## config.mk

```make
export PLATFORM = sky130hd
export DESIGN_NAME = inert_spi_resp
export DESIGN_NICKNAME = d
export VERILOG_FILES = /design/src/rtl/inert_pkg.sv /design/src/rtl/spi_resp_phy.sv /design/src/rtl/inert_spi_resp.sv
export SDC_FILE = /design/constraint.sdc
export NUM_CORES = 1
export LEC_CHECK = 0
export ABC_AREA = 1
export ABC_CLOCK_PERIOD_IN_PS = 3400
export CORE_MARGIN = 5
export CORE_UTILIZATION = 45
export CTS_BUF_LIST = sky130_fd_sc_hd__clkbuf_16
export DETAILED_ROUTE_END_ITERATION = 10
export PLACE_DENSITY = 0.7
export SYNTH_ARGS = -nofsm -noshare
export SYNTH_HDL_FRONTEND = slang
export SYNTH_SLANG_ARGS = --single-unit
```

## constraint.sdc

```tcl
create_clock -name clk -period 3.4 [get_ports clk]
set_input_delay 0.68 -clock clk [delete_from_list [all_inputs] [get_ports clk]]
set_output_delay 0.68 -clock clk [all_outputs]
set_load 0.03 [all_outputs]
```

## src/rtl/inert_pkg.sv

```systemverilog
// Shared constants and types for the inertial-sensor SPI responder.
package inert_pkg;

  localparam logic [6:0] ADDR_INT_CTRL = 7'h0D;
  localparam logic [6:0] ADDR_WHO      = 7'h0F;
  localparam logic [6:0] ADDR_CTRL1    = 7'h10;
  localparam logic [6:0] ADDR_CTRL2    = 7'h11;
  localparam logic [6:0] ADDR_CTRL5    = 7'h14;
  localparam logic [6:0] ADDR_ROLL_L   = 7'h24;
  localparam logic [6:0] ADDR_ROLL_H   = 7'h25;
  localparam logic [6:0] ADDR_YAW_L    = 7'h26;
  localparam logic [6:0] ADDR_YAW_H    = 7'h27;
  localparam logic [6:0] ADDR_AY_L     = 7'h2A;
  localparam logic [6:0] ADDR_AY_H     = 7'h2B;
  localparam logic [6:0] ADDR_AZ_L     = 7'h2C;
  localparam logic [6:0] ADDR_AZ_H     = 7'h2D;

  localparam int         INT_EN_BIT = 1;
  localparam int         FRAME_LEN  = 16;
  localparam logic [4:0] CNT_ADDR   = 5'd8;
  localparam logic [4:0] CNT_FRAME  = 5'(FRAME_LEN);
  localparam logic [4:0] CNT_MAX    = 5'd17;

  typedef struct packed {
    logic [15:0] roll;
    logic [15:0] yaw;
    logic [15:0] ay;
    logic [15:0] az;
  } sample_t;

endpackage

```

## src/rtl/spi_resp_phy.sv

```systemverilog
// SPI mode-0 slave front end: input sync, edge detect, bit count, rx/tx shift.
module spi_resp_phy
  import inert_pkg::*;
(
  input  logic       clk,
  input  logic       rst,
  input  logic       ss_n,
  input  logic       sclk,
  input  logic       mosi,
  input  logic [7:0] rd_byte,
  output logic       miso,
  output logic       addr_vld,
  output logic [6:0] addr,
  output logic       is_rd,
  output logic       wr_vld,
  output logic [7:0] wr_data,
  output logic       frm_end
);

  // [0] first stage, [1] synced, [2] previous synced value for edge detect
  logic [2:0]  ss_sync_q, ss_sync_d, sclk_sync_q, sclk_sync_d;
  logic [1:0]  mosi_sync_q, mosi_sync_d;
  logic        active_q, active_d;
  logic [4:0]  cnt_q, cnt_d;
  logic [15:0] rx_q, rx_d;
  logic [7:0]  tx_q, tx_d;
  logic        txen_q, txen_d;
  logic        miso_q, miso_d;
  logic        addr_vld_q, addr_vld_d;
  logic [6:0]  addr_q, addr_d;
  logic        is_rd_q, is_rd_d;
  logic        wr_vld_q, wr_vld_d;
  logic [7:0]  wr_data_q, wr_data_d;
  logic        frm_end_q, frm_end_d;
  logic        ss_fall, ss_rise, sclk_rise, sclk_fall, mosi_s;

  always_comb begin
    ss_sync_d   = {ss_sync_q[1:0], ss_n};
    sclk_sync_d = {sclk_sync_q[1:0], sclk};
    mosi_sync_d = {mosi_sync_q[0], mosi};
    ss_fall   =  ss_sync_q[2] & ~ss_sync_q[1];
    ss_rise   = ~ss_sync_q[2] &  ss_sync_q[1];
    sclk_rise = ~sclk_sync_q[2] &  sclk_sync_q[1];
    sclk_fall =  sclk_sync_q[2] & ~sclk_sync_q[1];
    mosi_s    = mosi_sync_q[1];

    active_d   = active_q;
    cnt_d      = cnt_q;
    rx_d       = rx_q;
    tx_d       = tx_q;
    txen_d     = txen_q;
    addr_d     = addr_q;
    is_rd_d    = is_rd_q;
    wr_data_d  = wr_data_q;
    addr_vld_d = 1'b0;
    wr_vld_d   = 1'b0;
    frm_end_d  = 1'b0;
    miso_d     = txen_q & tx_q[7];

    if (ss_fall) begin
      active_d = 1'b1;
      cnt_d    = '0;
      rx_d     = '0;
      txen_d   = 1'b0;
      addr_d   = '0;
      is_rd_d  = 1'b0;
    end else if (active_q) begin
      if (sclk_rise) begin
        rx_d = {rx_q[14:0], mosi_s};
        if (cnt_q != CNT_MAX) cnt_d = cnt_q + 5'd1;
        if (cnt_q == CNT_ADDR - 5'd1) begin
          addr_vld_d = 1'b1;
          addr_d     = {rx_q[5:0], mosi_s};
          is_rd_d    = rx_q[6];
        end
      end
      if (sclk_fall) begin
        if (cnt_q == CNT_ADDR && is_rd_q) begin
          tx_d   = rd_byte;
          txen_d = 1'b1;
        end else if (cnt_q > CNT_ADDR && cnt_q < CNT_FRAME) begin
          tx_d = {tx_q[6:0], 1'b0};
        end else if (cnt_q >= CNT_FRAME) begin
          txen_d = 1'b0;
        end
      end
      // Uses the _d values so a coincident SCLK edge is counted before the frame closes
      if (ss_rise) begin
        active_d  = 1'b0;
        txen_d    = 1'b0;
        frm_end_d = 1'b1;
        wr_vld_d  = ~rx_d[15] && (cnt_d == CNT_FRAME);
        wr_data_d = rx_d[7:0];
      end
    end
  end

  always_ff @(posedge clk) begin
    if (rst) begin
      ss_sync_q   <= '0;
      sclk_sync_q <= '0;
      mosi_sync_q <= '0;
      active_q    <= 1'b0;
      cnt_q       <= '0;
      rx_q        <= '0;
      tx_q        <= '0;
      txen_q      <= 1'b0;
      miso_q      <= 1'b0;
      addr_vld_q  <= 1'b0;
      addr_q      <= '0;
      is_rd_q     <= 1'b0;
      wr_vld_q    <= 1'b0;
      wr_data_q   <= '0;
      frm_end_q   <= 1'b0;
    end else begin
      ss_sync_q   <= ss_sync_d;
      sclk_sync_q <= sclk_sync_d;
      mosi_sync_q <= mosi_sync_d;
      active_q    <= active_d;
      cnt_q       <= cnt_d;
      rx_q        <= rx_d;
      tx_q        <= tx_d;
      txen_q      <= txen_d;
      miso_q      <= miso_d;
      addr_vld_q  <= addr_vld_d;
      addr_q      <= addr_d;
      is_rd_q     <= is_rd_d;
      wr_vld_q    <= wr_vld_d;
      wr_data_q   <= wr_data_d;
      frm_end_q   <= frm_end_d;
    end
  end

  assign miso     = miso_q;
  assign addr_vld = addr_vld_q;
  assign addr     = addr_q;
  assign is_rd    = is_rd_q;
  assign wr_vld   = wr_vld_q;
  assign wr_data  = wr_data_q;
  assign frm_end  = frm_end_q;

endmodule

```

## src/rtl/inert_spi_resp.sv

```systemverilog
// Inertial sensor SPI responder: register file, burst lock, pending sample, INT.
module inert_spi_resp
  import inert_pkg::*;
#(
  parameter logic [7:0] WHO_AM_I = 8'h6A
) (
  input  logic        clk,
  input  logic        rst,
  input  logic        SS_n,
  input  logic        SCLK,
  input  logic        MOSI,
  output logic        MISO,
  output logic        INT,
  input  logic        smp_vld,
  input  logic [15:0] smp_roll,
  input  logic [15:0] smp_yaw,
  input  logic [15:0] smp_AY,
  input  logic [15:0] smp_AZ
);

  logic       addr_vld, is_rd, wr_vld, frm_end;
  logic [6:0] addr;
  logic [7:0] wr_data, rd_byte;

  logic [7:0] int_ctrl_q, int_ctrl_d, ctrl1_q, ctrl1_d;
  logic [7:0] ctrl2_q, ctrl2_d, ctrl5_q, ctrl5_d;
  sample_t    dat_q, dat_d, pend_q, pend_d, smp_in;
  logic       pend_vld_q, pend_vld_d;
  logic       lock_q, lock_d;
  logic       applied_q, applied_d;
  logic       int_q, int_d;
  logic       lock_set, lock_clr;

  spi_resp_phy u_phy (
    .clk     (clk),
    .rst     (rst),
    .ss_n    (SS_n),
    .sclk    (SCLK),
    .mosi    (MOSI),
    .rd_byte (rd_byte),
    .miso    (MISO),
    .addr_vld(addr_vld),
    .addr    (addr),
    .is_rd   (is_rd),
    .wr_vld  (wr_vld),
    .wr_data (wr_data),
    .frm_end (frm_end)
  );

  always_comb begin
    case (addr)
      ADDR_INT_CTRL: rd_byte = int_ctrl_q;
      ADDR_WHO:      rd_byte = WHO_AM_I;
      ADDR_CTRL1:    rd_byte = ctrl1_q;
      ADDR_CTRL2:    rd_byte = ctrl2_q;
      ADDR_CTRL5:    rd_byte = ctrl5_q;
      ADDR_ROLL_L:   rd_byte = dat_q.roll[7:0];
      ADDR_ROLL_H:   rd_byte = dat_q.roll[15:8];
      ADDR_YAW_L:    rd_byte = dat_q.yaw[7:0];
      ADDR_YAW_H:    rd_byte = dat_q.yaw[15:8];
      ADDR_AY_L:     rd_byte = dat_q.ay[7:0];
      ADDR_AY_H:     rd_byte = dat_q.ay[15:8];
      ADDR_AZ_L:     rd_byte = dat_q.az[7:0];
      ADDR_AZ_H:     rd_byte = dat_q.az[15:8];
      default:       rd_byte = 8'h00;
    endcase
  end

  always_comb begin
    smp_in     = '{roll: smp_roll, yaw: smp_yaw, ay: smp_AY, az: smp_AZ};
    int_ctrl_d = int_ctrl_q;
    ctrl1_d    = ctrl1_q;
    ctrl2_d    = ctrl2_q;
    ctrl5_d    = ctrl5_q;
    dat_d      = dat_q;
    pend_d     = pend_q;
    pend_vld_d = pend_vld_q;
    lock_d     = lock_q;
    applied_d  = 1'b0;

    lock_set = addr_vld & is_rd & (addr == ADDR_ROLL_L);
    lock_clr = frm_end  & is_rd & (addr == ADDR_AZ_H);
    if (lock_clr) lock_d = 1'b0;
    if (lock_set) lock_d = 1'b1;

    // A fresh sample arriving as the lock drops is newer than the pending one
    if (smp_vld) begin
      if (lock_q && !lock_clr) begin
        pend_d     = smp_in;
        pend_vld_d = 1'b1;
      end else begin
        dat_d      = smp_in;
        pend_vld_d = 1'b0;
        applied_d  = 1'b1;
      end
    end else if (lock_clr && pend_vld_q) begin
      dat_d      = pend_q;
      pend_vld_d = 1'b0;
      applied_d  = 1'b1;
    end

    int_d = int_q | (applied_q & int_ctrl_q[INT_EN_BIT]);
    if (lock_set) int_d = 1'b0;

    if (frm_end && wr_vld) begin
      case (addr)
        ADDR_INT_CTRL: int_ctrl_d = wr_data;
        ADDR_CTRL1:    ctrl1_d    = wr_data;
        ADDR_CTRL2:    ctrl2_d    = wr_data;
        ADDR_CTRL5:    ctrl5_d    = wr_data;
        default: ;
      endcase
    end
  end

  always_ff @(posedge clk) begin
    if (rst) begin
      int_ctrl_q <= '0;
      ctrl1_q    <= '0;
      ctrl2_q    <= '0;
      ctrl5_q    <= '0;
      dat_q      <= '0;
      pend_q     <= '0;
      pend_vld_q <= 1'b0;
      lock_q     <= 1'b0;
      applied_q  <= 1'b0;
      int_q      <= 1'b0;
    end else begin
      int_ctrl_q <= int_ctrl_d;
      ctrl1_q    <= ctrl1_d;
      ctrl2_q    <= ctrl2_d;
      ctrl5_q    <= ctrl5_d;
      dat_q      <= dat_d;
      pend_q     <= pend_d;
      pend_vld_q <= pend_vld_d;
      lock_q     <= lock_d;
      applied_q  <= applied_d;
      int_q      <= int_d;
    end
  end

  assign INT = int_q;

endmodule
```

After elaboration in Yosys (flattened, before gate mapping). Cells that the tools add are included.

Bits of input ports: 70. Output and inout port bits: 2. Word-level logic and storage cells: 135. Register bits after elaboration: 223.

Order comparisons: 3. Reductions and logical operators: 28. Equality and inequality tests: 20. Bitwise operators: 20. Multiplexer cells: 31. $add $sub $neg: 1.

Operators with widths (count): 64-bit 2-to-1 mux (3); 8-bit one-hot mux with 13 select lines (1); 7-bit by 6-bit equality test with 1-bit output (second input constant) (8); 16-bit 2-to-1 mux (3); 7-bit by 5-bit equality test with 1-bit output (second input constant) (3); 5-bit 2-to-1 mux (4); 1-bit 2-to-1 mux (18); 8-bit 2-to-1 mux (2); 7-bit by 4-bit equality test with 1-bit output (second input constant) (2); 2-bit AND reduction (7); 1-bit bitwise AND (10); 1-bit inverter (9); 4-bit AND reduction (2); 2-bit nonzero test (4); 4-bit OR reduction (2); 1-bit logical AND (6); 3-bit AND reduction (2); 5-bit by 1-bit adder with 5-bit output (second input constant) (1); 5-bit by 3-bit equality test with 1-bit output (second input constant) (1); 5-bit by 4-bit equality test with 1-bit output (second input constant) (1); 5-bit equality test (second input constant) (1); 5-bit >= comparator (second input constant) (1); 5-bit by 4-bit > comparator with 1-bit output (second input constant) (1); 5-bit < comparator (second input constant) (1); other kinds (9) (10).

Depth between registers and ports, before layout.
Depth in word-level cells: 7. Gate-level depth with buffers: 12.

Hierarchy. From an unflattened synthesis, not the netlist that was laid out.

Cell total of the unflattened synthesis: 1521. Area, all modules: 10273.6 um^2.

Modules (own cells, without submodules): inert_spi_resp (instances 1, cells each 1181, sequential area each 3283.1 um^2, area each 7780.0 um^2); spi_resp_phy (instances 1, cells each 340, sequential area each 1181.1 um^2, area each 2493.6 um^2).

Least setup slack after synthesis. OpenSTA, ideal clock, no wires.

Path kind: input port to flip-flop. From: in smp_vld. To: reg dat_q[16] (netlist name). Cell stages on the path: 7. Buffers on the path: 2. Data arrival time: 1665 ps. Slack: 1671 ps. Required time: 3336 ps. Path through: inv_1 -> clkbuf_1 -> buf_1 -> nand2_1 -> o21ai_0 -> nor2_2 -> nor2_1.

Cells in the longest elaborated chain, start to end: 2. Elaborated cells between the ends (all ways): 4. Those cells by class: eq/ne: 1; mux: 1; reduce/logical: 2.

Ends and longest elaborated chain: from (decl) (line inert_spi_resp.sv:14) `input logic smp_vld,`; 2-bit inequality test (no source line) / 2-bit nonzero test (equally long branches); 2-bit AND reduction (no source line); to (signal assigned) (line inert_spi_resp.sv:133) `dat_q <= dat_d;`; to (decl) (line inert_spi_resp.sv:27) `sample_t dat_q, dat_d, pend_q, pend_d, smp_in;`.

Parallel ways exist; a longest one is shown, timed or not. A chain may end at the register's enable or synchronous reset.

Worst setup path in the final report.
From: reg u_phy.addr_q[4] (netlist: u_phy.addr[4]). To: reg dat_q[21] (netlist name).

Cells in the longest elaborated chain, start to end: 6. Elaborated cells between the ends (all ways): 8. Those cells by class: eq/ne: 2; bitwise: 1; reduce/logical: 5.

Ends and longest elaborated chain: from (decl) (line spi_resp_phy.sv:30) `logic [6:0] addr_q, addr_d;`; from (signal assigned) (line spi_resp_phy.sv:126) `addr_q <= addr_d;`; 7-bit by 6-bit equality test with 1-bit output * (line inert_spi_resp.sv:82) `lock_clr = frm_end & is_rd & (addr == ADDR_AZ_H);`; 1-bit bitwise AND * (line inert_spi_resp.sv:82); 1-bit logical NOT (line inert_spi_resp.sv:88) `if (lock_q && !lock_clr) begin`; 1-bit logical AND (line inert_spi_resp.sv:88); 2-bit inequality test (no source line); 2-bit AND reduction (no source line) *.

Mark *: on every way between the ends. The rest lies on a longest branch, timed or not.

==> flow_metrics.tcl <==
set metrics [dict create \
    grt_pass1_vias 8234 \
    post_cts_buffers 0 \
    grt_pass1_wl_um 40860 \
    max_freq_ghz 0.4084 \
    fin_nets 1499 \
    yosysMostFrequentCell "dfxtp_1" \
    drive_above_1_share_pct 7.687 \
    coreArea_um2 21760 \
    clk_latency_ns 0.51 \
    clockBufferDepth 3 \
    initial_utilization_pct 45.55 \
    place_congestion 0.8763 \
    grtUsageTotal_pct 19.47 \
    avgSynthCellArea_um2 7.119 \
    cts_resized 0 \
    holdPathStages 2 \
    rows 54 \
    required_ns 3.85 \
    drtIter0Drc 708 \
    crit_cells 10 \
    h-tree-depth 1 \
    critical_path.top_delay_family "simple AND/OR/NAND/NOR gates" \
    vias_per_cell 5.111 \
    hold_buffers 0 \
    synth_edf_count 0 \
    timing.final.hold_violations 0 \
    cts-root-buf "clkbuf_16" \
    end_kind "register" \
    cts_tree "yes" \
    ant_nets 0 \
    clock-sinks 223 \
    place_hpwl_um 16590 \
    outcome "finished clean" \
    synthTopCellsByCount "dfxtp_1 (223), o21ai_0 (188), nand2_1 (187), nor2_1 (180), inv_1 (141)" \
    cp_max_fo 64 \
    hold_path_class "register to register" \
    clock_skew_ns 0.01271 \
    die_w_um 158.4 \
    dr.pass1.iters 5 \
    io_buffers 71 \
    grt_overflow 0 \
    finalSetupViolCount 0 \
    crit_type "register to register" \
    fin_crit_ns 2.448 \
    clk_pin_slew_ns 0.06 \
    cp-start-kind "register" \
    relSlewSlack_pct 51.06 \
    hold_slack_ns 0.4019 \
    die-area_um2 25090 \
    yosysTopAreaCell "dfxtp_1" \
    synth_cells 1392 \
    netlist_area_um2 9910 \
    syn_to_final_growth_pct 15.67 \
    syn_nets 1465 \
    cts_buffers 24 \
    ys_seq_area_share_pct 45.05 \
    power_density_nw_per_um2 478.0 \
    max_slew.worst_pin.slew_ns 0.7314 \
    path_cells "nor2_1 > nand2_1 > inv_2 > nand4_4 > nand2_2 > nand2_1 > nand2_2 > buf_4 > o21ai_1 > nor2_1" \
    synthTopCellsByArea "dfxtp_1 (45%), o21ai_0 (9.5%), nand2_1 (7.1%)" \
    wl_um 24460 \
    slew_violations 0 \
    finalCritPeriodShare_pct 72.01 \
    cellLeakagePower_nw 4.726 \
    ys_ff_latch 223 \
    fillCellCount 2097 \
    synth_top_area_share_pct 45.05 \
    antenna_found_initial 0 \
    crit_buf_inv 2 \
    grt_max_degree 101 \
    ir_worst_vdd_v 0.0003373 \
    yosysUniqueCellTypes 31 \
    drcViolationCount 0 \
    yosys_warnings 0 \
    dr_total_vias 8811 \
    synth-main-ff-cell "dfxtp_1" \
    wl_per_cell_um 14.19 \
    boundaryPins 72 \
    maxCapViolCount 0 \
    rsz0062_at_grt "no" \
    die_h_um 158.4 \
    crit_arrival_ns 2.90 \
    n_antenna_cell 0 \
    power.total_mw 5.479 \
    reg2regPathDepth 10 \
    worst_path_largest_cell_delay_ns 0.56 \
    setup_tns_ns 0 \
    synthArstFlopShare_pct 0 \
    critPathSlowestCell "buf_4" \
]
flip-flops by register name, summed over array words and instances (netlist names), 2 cells and up:
signal and cells:
u_phy.mosi_sync_q 2, u_phy.addr 7, u_phy.wr_data 8, dat_q 64, ctrl1_q 8, u_phy.rx_q 16, ctrl2_q 8, u_phy.ss_sync_q 3
u_phy.cnt_q 5, int_ctrl_q 8, ctrl5_q 8, u_phy.tx_q 8, pend_q 64, u_phy.sclk_sync_q 3
path summary, 6_finish.rpt:
path	startpoint	to	slack (ns)
setup reg to reg	u_phy.addr[4]	dat_q[21]	0.95
hold reg to reg	u_phy.sclk_sync_q[0]	u_phy.sclk_sync_q[1]	0.40
setup / recovery	u_phy.addr[4]	dat_q[21]	0.95
hold / removal	u_phy.sclk_sync_q[0]	u_phy.sclk_sync_q[1]	0.40
cells in the final DEF, fill, tap and decap left out, drive strengths merged:
cell | netlist | layout
a211oi | 12 | 12
a21oi | 127 | 127
buf | 34 | 16
bufinv | 0 | 1
clkbuf | 45 | 25
clkdlybuf4s50 | 0 | 71
clkinv | 2 | 16
dfxtp | 223 | 223
ha | 3 | 3
inv | 149 | 153
nand2 | 191 | 191
nand3 | 98 | 98
nand3b | 3 | 3
nand4 | 10 | 10
nor2 | 230 | 230
nor3 | 3 | 3
o2111ai | 1 | 1
o211ai | 1 | 1
o21ai | 249 | 249
o221ai | 1 | 1
o22ai | 8 | 8
xor2 | 2 | 2
stage by stage:
| stage | instances | setup slack [ns] | cell area, um^2 | util (%) |
|---|---|---|---|---|
| after global placement | 1680 | 0.8449 | 10740 | 49.34 |
| after floorplan | 1392 | 1.671 | 9910 | - |
| final | 1724 | 0.9516 | 11460 | 52.69 |
| after global routing | 1724 | 0.7018 | 11460 | 52.69 |
| after detailed placement | 1680 | 0.8224 | 10740 | 49.34 |
| after CTS | 1724 | 0.9909 | 11460 | 52.69 |
kinds of logic after synthesis:
logic type,share of synthesized area [%]
simple gates,23.74
flops,45.05
buf+inv,10.00
compound gates,20.66
xor+xnor,0.1768
fa+ha+maj,0.3788
layer usage:
metal	GRT usage, %	share of wire (%)
met2	31.36	46
met1	27.71	47
met4	5.402	2.3
met3	2.338	4.7
met5	0	0
power breakdown:
part / switching [mW] / internal (mW)
sequential: 0.0356 / 2.67
clock: 1.03 / 1.39
combinational: 0.197 / 0.148
total: 1.27 / 4.21
worst reg2reg max path, stage by stage (launching register included):
cell     delay, ns
dfxtp_1       0.36
nor2_1        0.22
nand2_1       0.14
inv_2         0.33
nand4_4       0.18
nand2_2       0.15
nand2_1       0.08
nand2_2       0.09
buf_4         0.56
o21ai_1       0.17
nor2_1        0.12
layout make-up:
class / instances / area [um^2] / area share (%)
sequential: 223 / 4464 / 38.95
multi-input combinational: 939 / 4459 / 38.90
timing repair buffer: 87 / 893.4 / 7.794
clock buffer: 25 / 625.6 / 5.458
inverter: 151 / 568.0 / 4.956
tap: 280 / 350.3 / 3.056
clock inverter: 19 / 101.3 / 0.8842
Note: power is estimated with default switching activity, not from simulation.
